[src/rtl/bram_port_arbiter.sv]
`default_nettype none
// ============================================================================
// Module  : bram_port_arbiter
// Purpose : Shares one block-RAM port between two requesters with a
//           req/gnt/rvalid handshake. Round-robin or fixed-priority
//           arbitration. Sequences the RAM's registered one-cycle read
//           latency and routes read (or write-through) data back to the
//           requester that owns the access.
// Revision: 1.0 - initial release
// ============================================================================
module bram_port_arbiter #(
  parameter int DATA_WIDTH     = 16,
  parameter int ADDR_WIDTH     = 10,
  parameter int FIXED_PRIORITY = 0
) (
  input  logic                  clk,
  input  logic                  reset,
  input  logic                  req0,
  input  logic                  req1,
  input  logic                  we0,
  input  logic                  we1,
  input  logic [ADDR_WIDTH-1:0] addr0,
  input  logic [ADDR_WIDTH-1:0] addr1,
  input  logic [DATA_WIDTH-1:0] wdata0,
  input  logic [DATA_WIDTH-1:0] wdata1,
  output logic                  gnt0,
  output logic                  gnt1,
  output logic                  rvalid0,
  output logic                  rvalid1,
  output logic [DATA_WIDTH-1:0] rdata,
  output logic                  busy,
  output logic [ADDR_WIDTH-1:0] mem_addr,
  output logic [DATA_WIDTH-1:0] mem_data,
  output logic                  mem_we,
  input  logic [DATA_WIDTH-1:0] mem_q
);

  typedef enum logic [1:0] {
    S_IDLE   = 2'd0,
    S_ACCESS = 2'd1,
    S_RESP   = 2'd2
  } state_t;

  state_t                r_state;
  // Winner of the most recent arbitration; it also owns the access in
  // flight, so it steers rvalid during RESP.
  logic                  r_last_winner;
  logic                  r_gnt0;
  logic                  r_gnt1;
  logic                  r_rvalid0;
  logic                  r_rvalid1;
  logic                  r_busy;
  logic                  r_mem_we;
  logic [ADDR_WIDTH-1:0] r_mem_addr;
  logic [DATA_WIDTH-1:0] r_mem_data;
  logic [DATA_WIDTH-1:0] r_rdata;

  logic                  w_any_req;
  logic                  w_pick1;

  // Arbitration decision: a lone requester wins; on a tie either
  // requester 0 wins outright or the one that did not win last time.
  always_comb begin
    w_any_req = req0 | req1;
    if (req0 && req1) begin
      w_pick1 = (FIXED_PRIORITY != 0) ? 1'b0 : ~r_last_winner;
    end else begin
      w_pick1 = req1;
    end
  end

  // Control FSM, RAM port drive and response strobes.
  always_ff @(posedge clk) begin
    if (reset) begin
      r_state       <= S_IDLE;
      r_last_winner <= 1'b1;
      r_gnt0        <= 1'b0;
      r_gnt1        <= 1'b0;
      r_rvalid0     <= 1'b0;
      r_rvalid1     <= 1'b0;
      r_busy        <= 1'b0;
      r_mem_we      <= 1'b0;
      r_mem_addr    <= '0;
      r_mem_data    <= '0;
      r_rdata       <= '0;
    end else begin
      // Strobes are single-cycle unless re-armed below.
      r_gnt0    <= 1'b0;
      r_gnt1    <= 1'b0;
      r_rvalid0 <= 1'b0;
      r_rvalid1 <= 1'b0;

      // The RAM output is only meaningful in RESP; capture it so rdata
      // keeps the last returned word once rvalid drops.
      if (r_state == S_RESP) begin
        r_rdata <= mem_q;
      end

      case (r_state)
        S_ACCESS: begin
          // RAM samples the port at this edge; its output is ready in RESP.
          r_state   <= S_RESP;
          r_mem_we  <= 1'b0;
          r_busy    <= 1'b1;
          r_rvalid0 <= ~r_last_winner;
          r_rvalid1 <= r_last_winner;
        end
        default: begin
          // IDLE and RESP both arbitrate, giving back-to-back accesses.
          if (w_any_req) begin
            r_state       <= S_ACCESS;
            r_last_winner <= w_pick1;
            r_gnt0        <= ~w_pick1;
            r_gnt1        <= w_pick1;
            r_busy        <= 1'b1;
            r_mem_addr    <= w_pick1 ? addr1  : addr0;
            r_mem_data    <= w_pick1 ? wdata1 : wdata0;
            r_mem_we      <= w_pick1 ? we1    : we0;
          end else begin
            r_state  <= S_IDLE;
            r_busy   <= 1'b0;
            r_mem_we <= 1'b0;
          end
        end
      endcase
    end
  end

  assign gnt0     = r_gnt0;
  assign gnt1     = r_gnt1;
  assign rvalid0  = r_rvalid0;
  assign rvalid1  = r_rvalid1;
  assign busy     = r_busy;
  assign mem_we   = r_mem_we;
  assign mem_addr = r_mem_addr;
  assign mem_data = r_mem_data;
  // During RESP the RAM's registered output is the response itself;
  // otherwise present the held copy.
  assign rdata    = (r_rvalid0 | r_rvalid1) ? mem_q : r_rdata;

endmodule
`default_nettype wire

[config.mk]
export PLATFORM = sky130hd
export DESIGN_NAME = bram_port_arbiter
export DESIGN_NICKNAME = d
export VERILOG_FILES = /design/src/rtl/bram_port_arbiter.sv
export SDC_FILE = /design/constraint.sdc
export NUM_CORES = 1
export LEC_CHECK = 0
export CAP_MARGIN = 5
export CORE_MARGIN = 2
export CORE_UTILIZATION = 33
export CTS_CLUSTER_DIAMETER = 50
export DETAILED_ROUTE_END_ITERATION = 12
export PLACE_DENSITY = 0.82
export SYNTH_ARGS = -nofsm -noshare
export SYNTH_HDL_FRONTEND = slang
export SYNTH_SLANG_ARGS = --single-unit
[constraint.sdc]
create_clock -name clk -period 2.2 [get_ports clk]
set_clock_uncertainty 0.2 [all_clocks]
set_input_delay 0.33 -clock clk [delete_from_list [all_inputs] [get_ports clk]]
set_output_delay 0.33 -clock clk [all_outputs]
set_load 0.05 [all_outputs]
After elaboration in Yosys (flattened, before gate mapping)
Index checks and enable logic that the tools add are counted.
Word-level totals
  register bits after elaboration: 51
Cells by class
  equality and inequality tests: 2
  mux-type cells: 9
  bitwise operators: 6
  reduce and logical (&&, ||, !) cells: 5
Operators with widths (count)
  2-to-1 mux 16 bit: 2
  2-to-1 mux 10 bit: 1
  2-to-1 mux 1 bit: 5
  inverter 1 bit: 4
  OR reduction 2 bit: 2
  OR reduction 3 bit: 1
  equality test 2 x 1 -> 1 bit, second input constant: 1
  equality test 2 bit, second input constant: 1
  2-to-1 mux 2 bit: 1
  OR 1 bit: 2
  AND reduction 2 bit: 1
  logical AND 1 bit: 1

Longest topological paths before layout
Gate-level depths: netlist of run 1.
  depth in word-level cells: 3
  depth in mapped cells: 5
  mapped depth without buffers: 3

Worst setup path after synthesis of run 1
Ideal clock, no wire load.
  kind: reg-to-output
  start: reg r_rvalid1, in the netlist rvalid1
  end: out rdata[10]
  arrival time: 1619 ps
  slack: 51 ps
  cell stages (with the launch flop): 4
  path buffers: 1
  cell sequence: dfxtp_1 -> nor2_1 -> buf_2 -> mux2_2
On the way
  word-level cells in the longest chain between the ends: 2
Ends and longest elaborated chain
  start, declared: RTL line 51  | logic r_rvalid1;
  start signal, assigned: RTL line 106  | r_rvalid1 <= r_last_winner;
  OR 1 bit: RTL line 139  | assign rdata = (r_rvalid0 | r_rvalid1) ? mem_q : r_rdata;
  2-to-1 mux 16 bit: RTL line 139
  end, declared: RTL line 30  | output logic [DATA_WIDTH-1:0] rdata,
No other way between the ends.

Worst setup path after layout of run 1
  start: reg r_rvalid1, in the netlist rvalid1
  end: out rdata[5]
Same word-level chain as after synthesis.

==> summary.md, run 1 <==
| Metric | Value |
|---|---|
| Sequential area share after synthesis | 0.4589 |
| Worst EP arrival | roughly 1.5 ns |
| M3 GR Usage | 0.04620 |
| Hold_sp | reset |
| Max Clk Rate | roughly 490 MHz |
| Slew @ Worst Pin | ~0.52 ns |
| Fraction of layout cells with a size suffix above 1 | 0.1908 |
| Clk root buf | clkbuf_8 |
| Nets | between 300 and 400 |
| R2R depth | 4 |
| Final Critical Period | about 2.1 ns |
| Final setup TNS | 0 ns |
| DRC violations left | 0 |
| Fin util | 0.5539 |
| Fin crit share | 0.9347 |
| GR Util All Layers | 0.1543 |
| Max H-tree Level | 2 |
| Setup crit start | rvalid1 |
| Routed WL per cell | around 14 um |
| Fin area | 3557 um2 |
| Placed inst area | about 3500 um2 |
| TritonRoute pass-1 iters | 4 |
| DIE WIDTH | roughly 86 um |
| Rel. slew slack | 0.6534 |
| Worst reg2reg path startpoint | r_state[0] |
| Yosys warning count | 0 |
| Power per cell area | ~670 nW/um2 |
| Initial core utilization | 0.3464 |
| Routed vias | roughly 2,000 |
| Clock sink total | 51 |
| Max Cap Viol | 0 |
| Post-CTS sizing | 0 |
| Most used DFF post-synth | dfxtp_1 |
| Register bit count reported by yosys | between 50 and 60 |
| WHS Endpoint | gnt0 |
| GRT overflow | 0 |
| Placement Rows | 29 |
| Reg-to-reg setup timing slack | a little over 0.6 ns |
| Total CTS buffers | 5 |
| GR peak layer | met2 |
| RSZ-0062 raised after global routing | false |
| Post-CTS Setup Bufs | 0 |
| Antenna diodes | 0 |
| Die Ht | roughly 86 um |
| Post-Synthesis Cell Area | around 2200 um2 |
| Core area | roughly 6400 um2 |
| Setup Crit Path Kind | register to output pin |
| Commonest cells after routing, fill and taps aside | clkdlybuf4s50_1 (104), dfxtp_1 (51), nand2_1 (32) |
| CTS tree | built |
| DR iter-0 viols | 44 |
| Fin Hold WS | roughly 0.25 ns |
| Pins Over Slew Limit | 0 |
| Post-detailed-route count of antenna-violating nets | 0 |
| Worst min path class | primary input to register |
| Post-detail-place hpwl | ~4.3 mm |
| Vias/cell | 4.938 |
| IO buf count | roughly 120 |
| Nature of the critical path endpoint | output pin |
| Worst setup SP type | register |
| P_leak | between 1 and 1.5 nW |
| Syn avg cell area | about 11 um2 |
| WL final | a little under 6 mm |
| Routability cong. | 0.7355 |
| Worst R2R End | mem_data[4] |
| Met2 Use GR | 0.2685 |
| Full die area | between 7000 and 8000 um2 |
| Asr flop ratio synth | 0 |
| Data required time of the critical path | between 1.5 and 2 ns |
| Clock Latency Late Sink | ~0.29 ns |
| Most common cell after layout, fill and taps aside | clkdlybuf4s50_1 |
| Synthesized instance count | roughly 210 |
| Final setup vio count | 0 |
| Hold Path Stages | 3 |
| Met1 GRT Util | 0.1839 |
| Final hold violations | 0 |
| Post-synth EDFFs | 0 |
| First-pass GRT wire length | around 9.3 mm |
| Initial antenna violation count | 0 |
| CTS Buffer Depth | 2 |
| # IOs | around 120 |
| Synth Net Count | approximately 280 |
| Outcome | finished clean |
| Clk slew on worst S/H paths | roughly 0.090 ns |
| Synth-to-layout area growth | 59.90% |
| Hold Buf Count CTS | 0 |
| Peak supply drop | around 0.28 mV |
| Vias in the first global route | roughly 2,100 |
| Largest net degree at the start of global routing | 39 |
| Yosys cell types | 25 |
| Max FO, Critical Path | 10 |
-- flip-flops by register name (all words and copies together), names as in the netlist, 2 cells and up --
name / cells
mem_data: 16
r_rdata: 16
mem_addr: 10
r_state: 2
-- worst max-delay path by stage --
stage               depth (start not counted)          end
finish                                      4     rdata[5]
global route                                4     rdata[6]
CTS                                         4     rdata[6]
detailed placement                          5  mem_data[4]
global placement                            5  mem_data[9]
floorplan                                   3    rdata[10]
-- critical path, cell delays in order (launching register included) --
cell and delay, ns:
dfxtp_1 0.33, nor2_1 0.15, buf_4 0.21, mux2_2 0.35
buf_4 0.19
-- report_power, final --
part | internal [W] | total [W] | switching, W | leakage (nW)
clock | 0.000287 | 0.000576 | 0.000289 | 0.0515
combinational | 0.000333 | 0.000765 | 0.000432 | 0.909
sequential | 0.000990 | 0.00103 | 0.0000364 | 0.419
-- cells in the mapped netlist, types with 4 or more instances --
| cell type | count | area (um2) |
|---|---|---|
| nor4b_2 | 11 | 165.2 |
| buf_6 | 6 | 67.56 |
| clkbuf_1 | 4 | 15.01 |
| a221o_1 | 17 | 170.2 |
| nand2_1 | 32 | 120.1 |
| nor4b_1 | 6 | 52.55 |
| mux2i_1 | 9 | 90.09 |
| a21oi_1 | 18 | 90.09 |
| o2bb2ai_1 | 9 | 78.83 |
| dfxtp_1 | 51 | 1021 |
| mux2_2 | 16 | 180.2 |
| buf_2 | 9 | 45.04 |
-- through the flow --
| step | cells | power (W) | setup WS (ns) |
|---|---|---|---|
| 5_1_grt | 402 | 0.002470 | 0.01361 |
| 4_1_cts | 402 | 0.002397 | 0.1048 |
| 3_5_place_dp | 394 | 0.001816 | 0.1549 |
| 2_1_floorplan | 207 | 0.001507 | 0.05117 |
| 6_report | 402 | 0.002367 | 0.1437 |
| 3_3_place_gp | 394 | 0.001807 | 0.2143 |
-- metal layers --
| metal | share of wire | up-vias |
|---|---|---|
| li1 | - | 998 |
| met3 | 0.075 | 10 |
| met2 | 0.49 | 82 |
| met4 | 0.017 | 0 |
| met1 | 0.42 | 895 |
| met5 | 0 | - |
-- layout make-up --
type	count	area (um2)
Sequential cell	51	1021
Timing Repair Buffer	130	1259
Multi-Input combinational cell	133	1070
Tap cell	77	96.34
Clock buffer	8	100.1
Inverter	3	11.26
Fill cell	570	2865
-- cells by family after synthesis --
| family | share of synthesized area |
|---|---|
| AND/OR/NAND/NOR | 0.1817 |
| flip-flops | 0.4589 |
| AO/OA/AOI/OAI | 0.1721 |
| multiplexers | 0.1215 |
| buffers and inverters | 0.06580 |
No activity file was read; power rests on OpenSTA's default activity.
==> inputs of run 2 (changes only) <==
CORE_UTILIZATION = 39   (was 33)
PLACE_DENSITY = 0.93   (was 0.82)
TNS_END_PERCENT = 1   (was unset)
==> summary.md, run 2 (same netlist as run 1, synthesis figures left out) <==
| Metric | Value |
|---|---|
| Core area | ~5500 um2 |
| Synth-to-layout area growth | 59.67% |
| DRC violations left | 0 |
| Final setup vio count | 0 |
| Full die area | between 6000 and 7000 um2 |
| Final hold violations | 0 |
| Fin util | 0.6451 |
| Clock sink total | 51 |
| GRT overflow | 0 |
| Nets | roughly 400 |
| Clk slew on worst S/H paths | around 0.09 ns |
| GR Util All Layers | 0.1899 |
| CTS Buffer Depth | 2 |
| Clk root buf | clkbuf_8 |
| Vias in the first global route | between 2,000 and 2,500 |
| Slowest stage delay, CP | ~0.35 ns |
| Slew @ Worst Pin | 0.5250 ns |
| Data required time of the critical path | around 1.7 ns |
| Power per cell area | roughly 650 nW/um2 |
| Worst min path class | primary input to register |
| Routed vias | between 2,000 and 2,500 |
| Setup crit start | rvalid1 |
| DR iter-0 viols | 71 |
| Fin area | approximately 3600 um2 |
| Fraction of layout cells with a size suffix above 1 | 0.1908 |
| IO buf count | between 100 and 150 |
| Initial antenna violation count | 0 |
| CP Capture Point | rdata[7] |
| Setup Crit Path Kind | register to output pin |
| Peak supply drop | around 0.37 mV |
| Met2 Use GR | 0.3294 |
| Max Clk Rate | between 400 and 500 MHz |
| Most common cell after layout, fill and taps aside | clkdlybuf4s50_1 |
| RSZ-0062 raised after global routing | false |
| M3 GR Usage | 0.06222 |
| Placement Rows | 27 |
| Vias/cell | 5.081 |
| DIE WIDTH | 79.53 um |
| Routability cong. | 0.7292 |
| Commonest cells after routing, fill and taps aside | clkdlybuf4s50_1 (104), dfxtp_1 (51), nand2_1 (32) |
| R2R depth | 4 |
| Worst setup SP type | register |
| Critical path, cell by cell | nor2_1 -> buf_6 -> mux2_2 -> buf_4 |
| P_leak | roughly 1.4 nW |
| Worst EP arrival | roughly 1.5 ns |
| WL final | between 5 and 6 mm |
| TritonRoute pass-1 iters | 4 |
| Antenna diodes | 0 |
| GR peak layer | met2 |
| Max H-tree Level | 2 |
| Initial core utilization | 0.4040 |
| Routed WL per cell | approximately 15 um |
| Nature of the critical path endpoint | output pin |
| Placed inst area | around 3500 um2 |
| Outcome | finished clean |
| Fin crit share | 0.9167 |
| First-pass GRT wire length | around 9.4 mm |
| Largest net degree at the start of global routing | 28 |
| Max Cap Viol | 0 |
| CTS tree | built |
| Rel. slew slack | 0.6489 |
| Pins Over Slew Limit | 0 |
| Worst R2R End | mem_data[13] |
| Max FO, Critical Path | 16 |
| Post-detailed-route count of antenna-violating nets | 0 |
| Met1 GRT Util | 0.2164 |
| Post-detail-place hpwl | between 4 and 5 mm |
| Die Ht | slightly below 80 um |
| Final setup TNS | 0 ns |
| Clock Latency Late Sink | slightly below 0.3 ns |
| # IOs | around 120 |
| Critical-path top delay cell | mux2_2 |
| Worst reg2reg path startpoint | r_state[0] |
| Final Critical Period | just over 2 ns |
| Reg-to-reg setup timing slack | between 0.5 and 0.6 ns |
| Total CTS buffers | 5 |
| Pwr Total | 0.002318 W |
run 2: cell types whose count changed in the layout (fill, tap and decap cells not counted), sizes merged:
cell and change:
clkinvlp +1, clkinv +1, clkbuf -2
run 2: repair_timing:
item | in CTS | in global routing
buffers inserted | 0 | 0
hold buffers | 0 | 0
gates resized for setup | 0 | 1
setup endpoints to repair | 0 | 4
endpoints found under the hold margin | 0 | 0
run 2: final cells by class:
type                       count  area (um2)
clock buffer                   6       72.57
clock inverter                 2       12.51
fill                         464        1954
inverter                       3       11.26
multi-input combinational    133        1070
sequential                    51        1021
tap                           72       90.09
timing repair buffer         130        1275
run 2: critical path: cells and delay by family (launching register included):
| kind | cells | cell delay, ns |
|---|---|---|
| buffers and inverters | 2 | 0.39 |
| AND/OR/NAND/NOR | 1 | 0.12 |
| flip-flops | 1 | 0.32 |
| multiplexers | 1 | 0.35 |
run 2: per-stage QoR:
step | setup slack (ns) | cells | hold WS, ns
floorplan | 0.05117 | 207 | 0.2266
global placement | 0.2183 | 389 | 0.2387
detailed placement | 0.1661 | 389 | 0.2451
CTS | 0.1333 | 397 | 0.2314
global route | 0.03118 | 397 | 0.2378
finish | 0.1833 | 397 | 0.2416
run 2: where the power goes:
group / internal, W / switching (W) / leakage (nW)
clock network: 0.000223 / 0.000298 / 0.0412
logic: 0.000337 / 0.000433 / 0.914
registers: 0.000990 / 0.0000365 / 0.419
run 2: layer usage:
| metal | wire [um] | share of wire |
|---|---|---|
| met1 | 2404 | 0.41 |
| met2 | 2844 | 0.48 |
| met3 | 518 | 0.088 |
| met4 | 119 | 0.020 |
| met5 | 0 | 0 |
run 2: how the worst min path moves through the flow:
stage / from / slack, ns / cells after the start / to
6_report: reset / 0.24 / 3 / gnt0
3_3_place_gp: r_rdata[3] / 0.24 / 2 / r_rdata[3]
2_1_floorplan: r_last_winner / 0.23 / 1 / rvalid0
5_1_grt: reset / 0.24 / 3 / gnt0
3_5_place_dp: r_rdata[7] / 0.25 / 2 / r_rdata[7]
4_1_cts: reset / 0.23 / 3 / gnt0
==> inputs of run 3 (changes only) <==
CORE_UTILIZATION = 40   (was 39)
CTS_BUF_LIST = sky130_fd_sc_hd__clkbuf_4 sky130_fd_sc_hd__clkbuf_8   (was unset)
PLACE_DENSITY = 0.94   (was 0.93)
SLEW_MARGIN = 10   (was unset)
==> summary.md, run 3 (same netlist as run 1, synthesis figures left out) <==
| Metric | Value |
|---|---|
| Worst R2R End | mem_data[12] |
| Post-detail-place hpwl | between 4 and 5 mm |
| CTS tree | built |
| Fraction of layout cells with a size suffix above 1 | 0.1938 |
| Rel. slew slack | 0.6342 |
| Total CTS buffers | 5 |
| Routed WL per cell | between 10 and 15 um |
| Clock sink total | just over 50 |
| WL final | roughly 5.8 mm |
| Max Clk Rate | 491.5 MHz |
| RSZ-0062 raised after global routing | false |
| Filler cell count | between 400 and 500 |
| Psw | between 0.0007 and 0.0008 W |
| WHS Endpoint | gnt0 |
| GRT overflow | 0 |
| Switching part of the total | 0.3255 |
| Fin crit share | 0.9249 |
| Slowest stage delay, CP | 0.37 ns |
| Post-CTS Setup Bufs | 0 |
| Post-Place Cells | between 300 and 400 |
| Clock Latency Late Sink | 0.29 ns |
| Core area | approximately 5400 um2 |
| Critical path, cell by cell | nor2_1 -> buf_4 -> mux2_2 -> buf_4 |
| Nets | just under 400 |
| Max H-tree Level | 2 |
| Worst reg2reg path startpoint | r_state[0] |
| Slew @ Worst Pin | 0.5470 ns |
| Vias in the first global route | 2,021 |
| Setup Crit Path Kind | register to output pin |
| GR Util All Layers | 0.1898 |
| Max Cap Viol | 0 |
| Sequential fraction of design power | 0.441 |
| Final setup vio count | 0 |
| Initial antenna violation count | 0 |
| Worst min path class | primary input to register |
| Peak supply drop | 0.3307 mV |
| Data required time of the critical path | between 1.5 and 2 ns |
| DIE WIDTH | slightly below 80 um |
| IO buf count | about 120 |
| Final hold violations | 0 |
| Clk slew on worst S/H paths | around 0.090 ns |
| Full die area | slightly above 6000 um2 |
| Hold_sp | reset |
| Commonest cells after routing, fill and taps aside | clkdlybuf4s50_1 (104), dfxtp_1 (51), nand2_1 (32) |
| Combinational power share | 0.329 |
| Post-CTS sizing | 0 |
| Worst EP arrival | 1.50 ns |
| Pins Over Slew Limit | 0 |
| Outcome | finished clean |
| Synth-to-layout area growth | 59.11% |
| Buf/Inv on CP | 2 |
| DRC violations left | 0 |
| Critical-path top delay cell | mux2_2 |
| Post-detailed-route count of antenna-violating nets | 0 |
| Nature of the critical path endpoint | output pin |
| Max FO, Critical Path | 16 |
| Hold Buf Count CTS | 0 |
| CP delay by family, top | buffers and inverters |
| Die Ht | 78.58 um |
| Initial core utilization | 0.4090 |
| Clk root buf | clkbuf_8 |
| Routed vias | approximately 2,000 |
| Final setup TNS | 0 ns |
| First-pass GRT wire length | roughly 9.4 mm |
| Reg-to-reg setup timing slack | 0.55 ns |
| # IOs | 122 |
| Largest net degree at the start of global routing | 28 |
| Final Critical Period | about 2.0 ns |
| Antenna diodes | 0 |
| R2R depth | 4 |
| CTS Buffer Depth | 2 |
| Most common cell after layout, fill and taps aside | clkdlybuf4s50_1 |
| Power per cell area | ~660 nW/um2 |
| TritonRoute pass-1 iters | 4 |
| Cell repeated most along the worst path | buf_4 |
| Placement Rows | 27 |
| Worst setup SP type | register |
| Hold Path Stages | 3 |
| Vias/cell | 5.055 |
| Final Instance Count excl. Fillers | ~400 |
| Pint | 0.001571 W |
| P_leak | approximately 1.4 nW |
| DR iter-0 viols | 90 |
| Clock Power Share | 0.230 |
| Routability cong. | 0.7426 |
-- run 3: cell types whose count changed in the layout (fill, tap and decap cells not counted), sizes merged --
| cell | delta |
|---|---|
| clkbuf | +1 |
| clkinvlp | -1 |
-- run 3: worst max-delay path by stage --
| stage | from | to | slack [ns] | depth (start not counted) |
|---|---|---|---|---|
| floorplan | rvalid1 | rdata[10] | 0.05 | 3 |
| global placement | req1 | mem_data[5] | 0.21 | 5 |
| detailed placement | req1 | mem_data[6] | 0.16 | 5 |
| CTS | rvalid1 | rdata[11] | 0.15 | 4 |
| global route | rvalid1 | rdata[1] | 0.09 | 4 |
| finish | rvalid1 | rdata[1] | 0.17 | 4 |
-- run 3: power groups by stage --
| stage | clock, W | combinational (W) | sequential (W) |
|---|---|---|---|
| global route | 0.000595 | 0.000804 | 0.00104 |
| floorplan | 0 | 0.000285 | 0.00122 |
| detailed placement | 0 | 0.000770 | 0.00105 |
| global placement | 0 | 0.000756 | 0.00105 |
| finish | 0.000537 | 0.000766 | 0.00103 |
| CTS | 0.000554 | 0.000772 | 0.00103 |
-- run 3: worst register-to-register path, stage by stage, from the launching register on --
cell,delay (ns)
dfxtp_1,0.37
nor2b_4,0.33
buf_4,0.30
nor4b_2,0.08
a221o_1,0.27
-- run 3: metrics by stage --
stage	power (W)	hold slack, ns	cell area, um2	utilization	setup WS [ns]
floorplan	0.001507	0.2266	2225	-	0.05117
CTS	0.002352	0.2374	3540	0.6508	0.1519
global route	0.002434	0.2450	3540	0.6508	0.09156
detailed placement	0.001817	0.2432	3451	0.6345	0.1618
finish	0.002329	0.2478	3540	0.6508	0.1653
global placement	0.001803	0.2387	3451	0.6345	0.2101
-- run 3: layout make-up --
type | instances | area (um2) | share of cell area
sequential | 51 | 1021 | 0.2884
clock buffer | 7 | 83.83 | 0.02368
clock inverter | 1 | 5.005 | 0.001414
timing repair buffer | 130 | 1259 | 0.3556
tap | 72 | 90.09 | 0.02545
multi-input combinational | 133 | 1070 | 0.3022
inverter | 3 | 11.26 | 0.003181
-- run 3: per-layer routing --
layer,GRT usage,part of all wire,vias up
met2,0.3359,0.50,79
met5,0,0,-
li1,-,-,996
met4,0.03158,0.0024,0
met3,0.05862,0.067,2
met1,0.2288,0.43,930
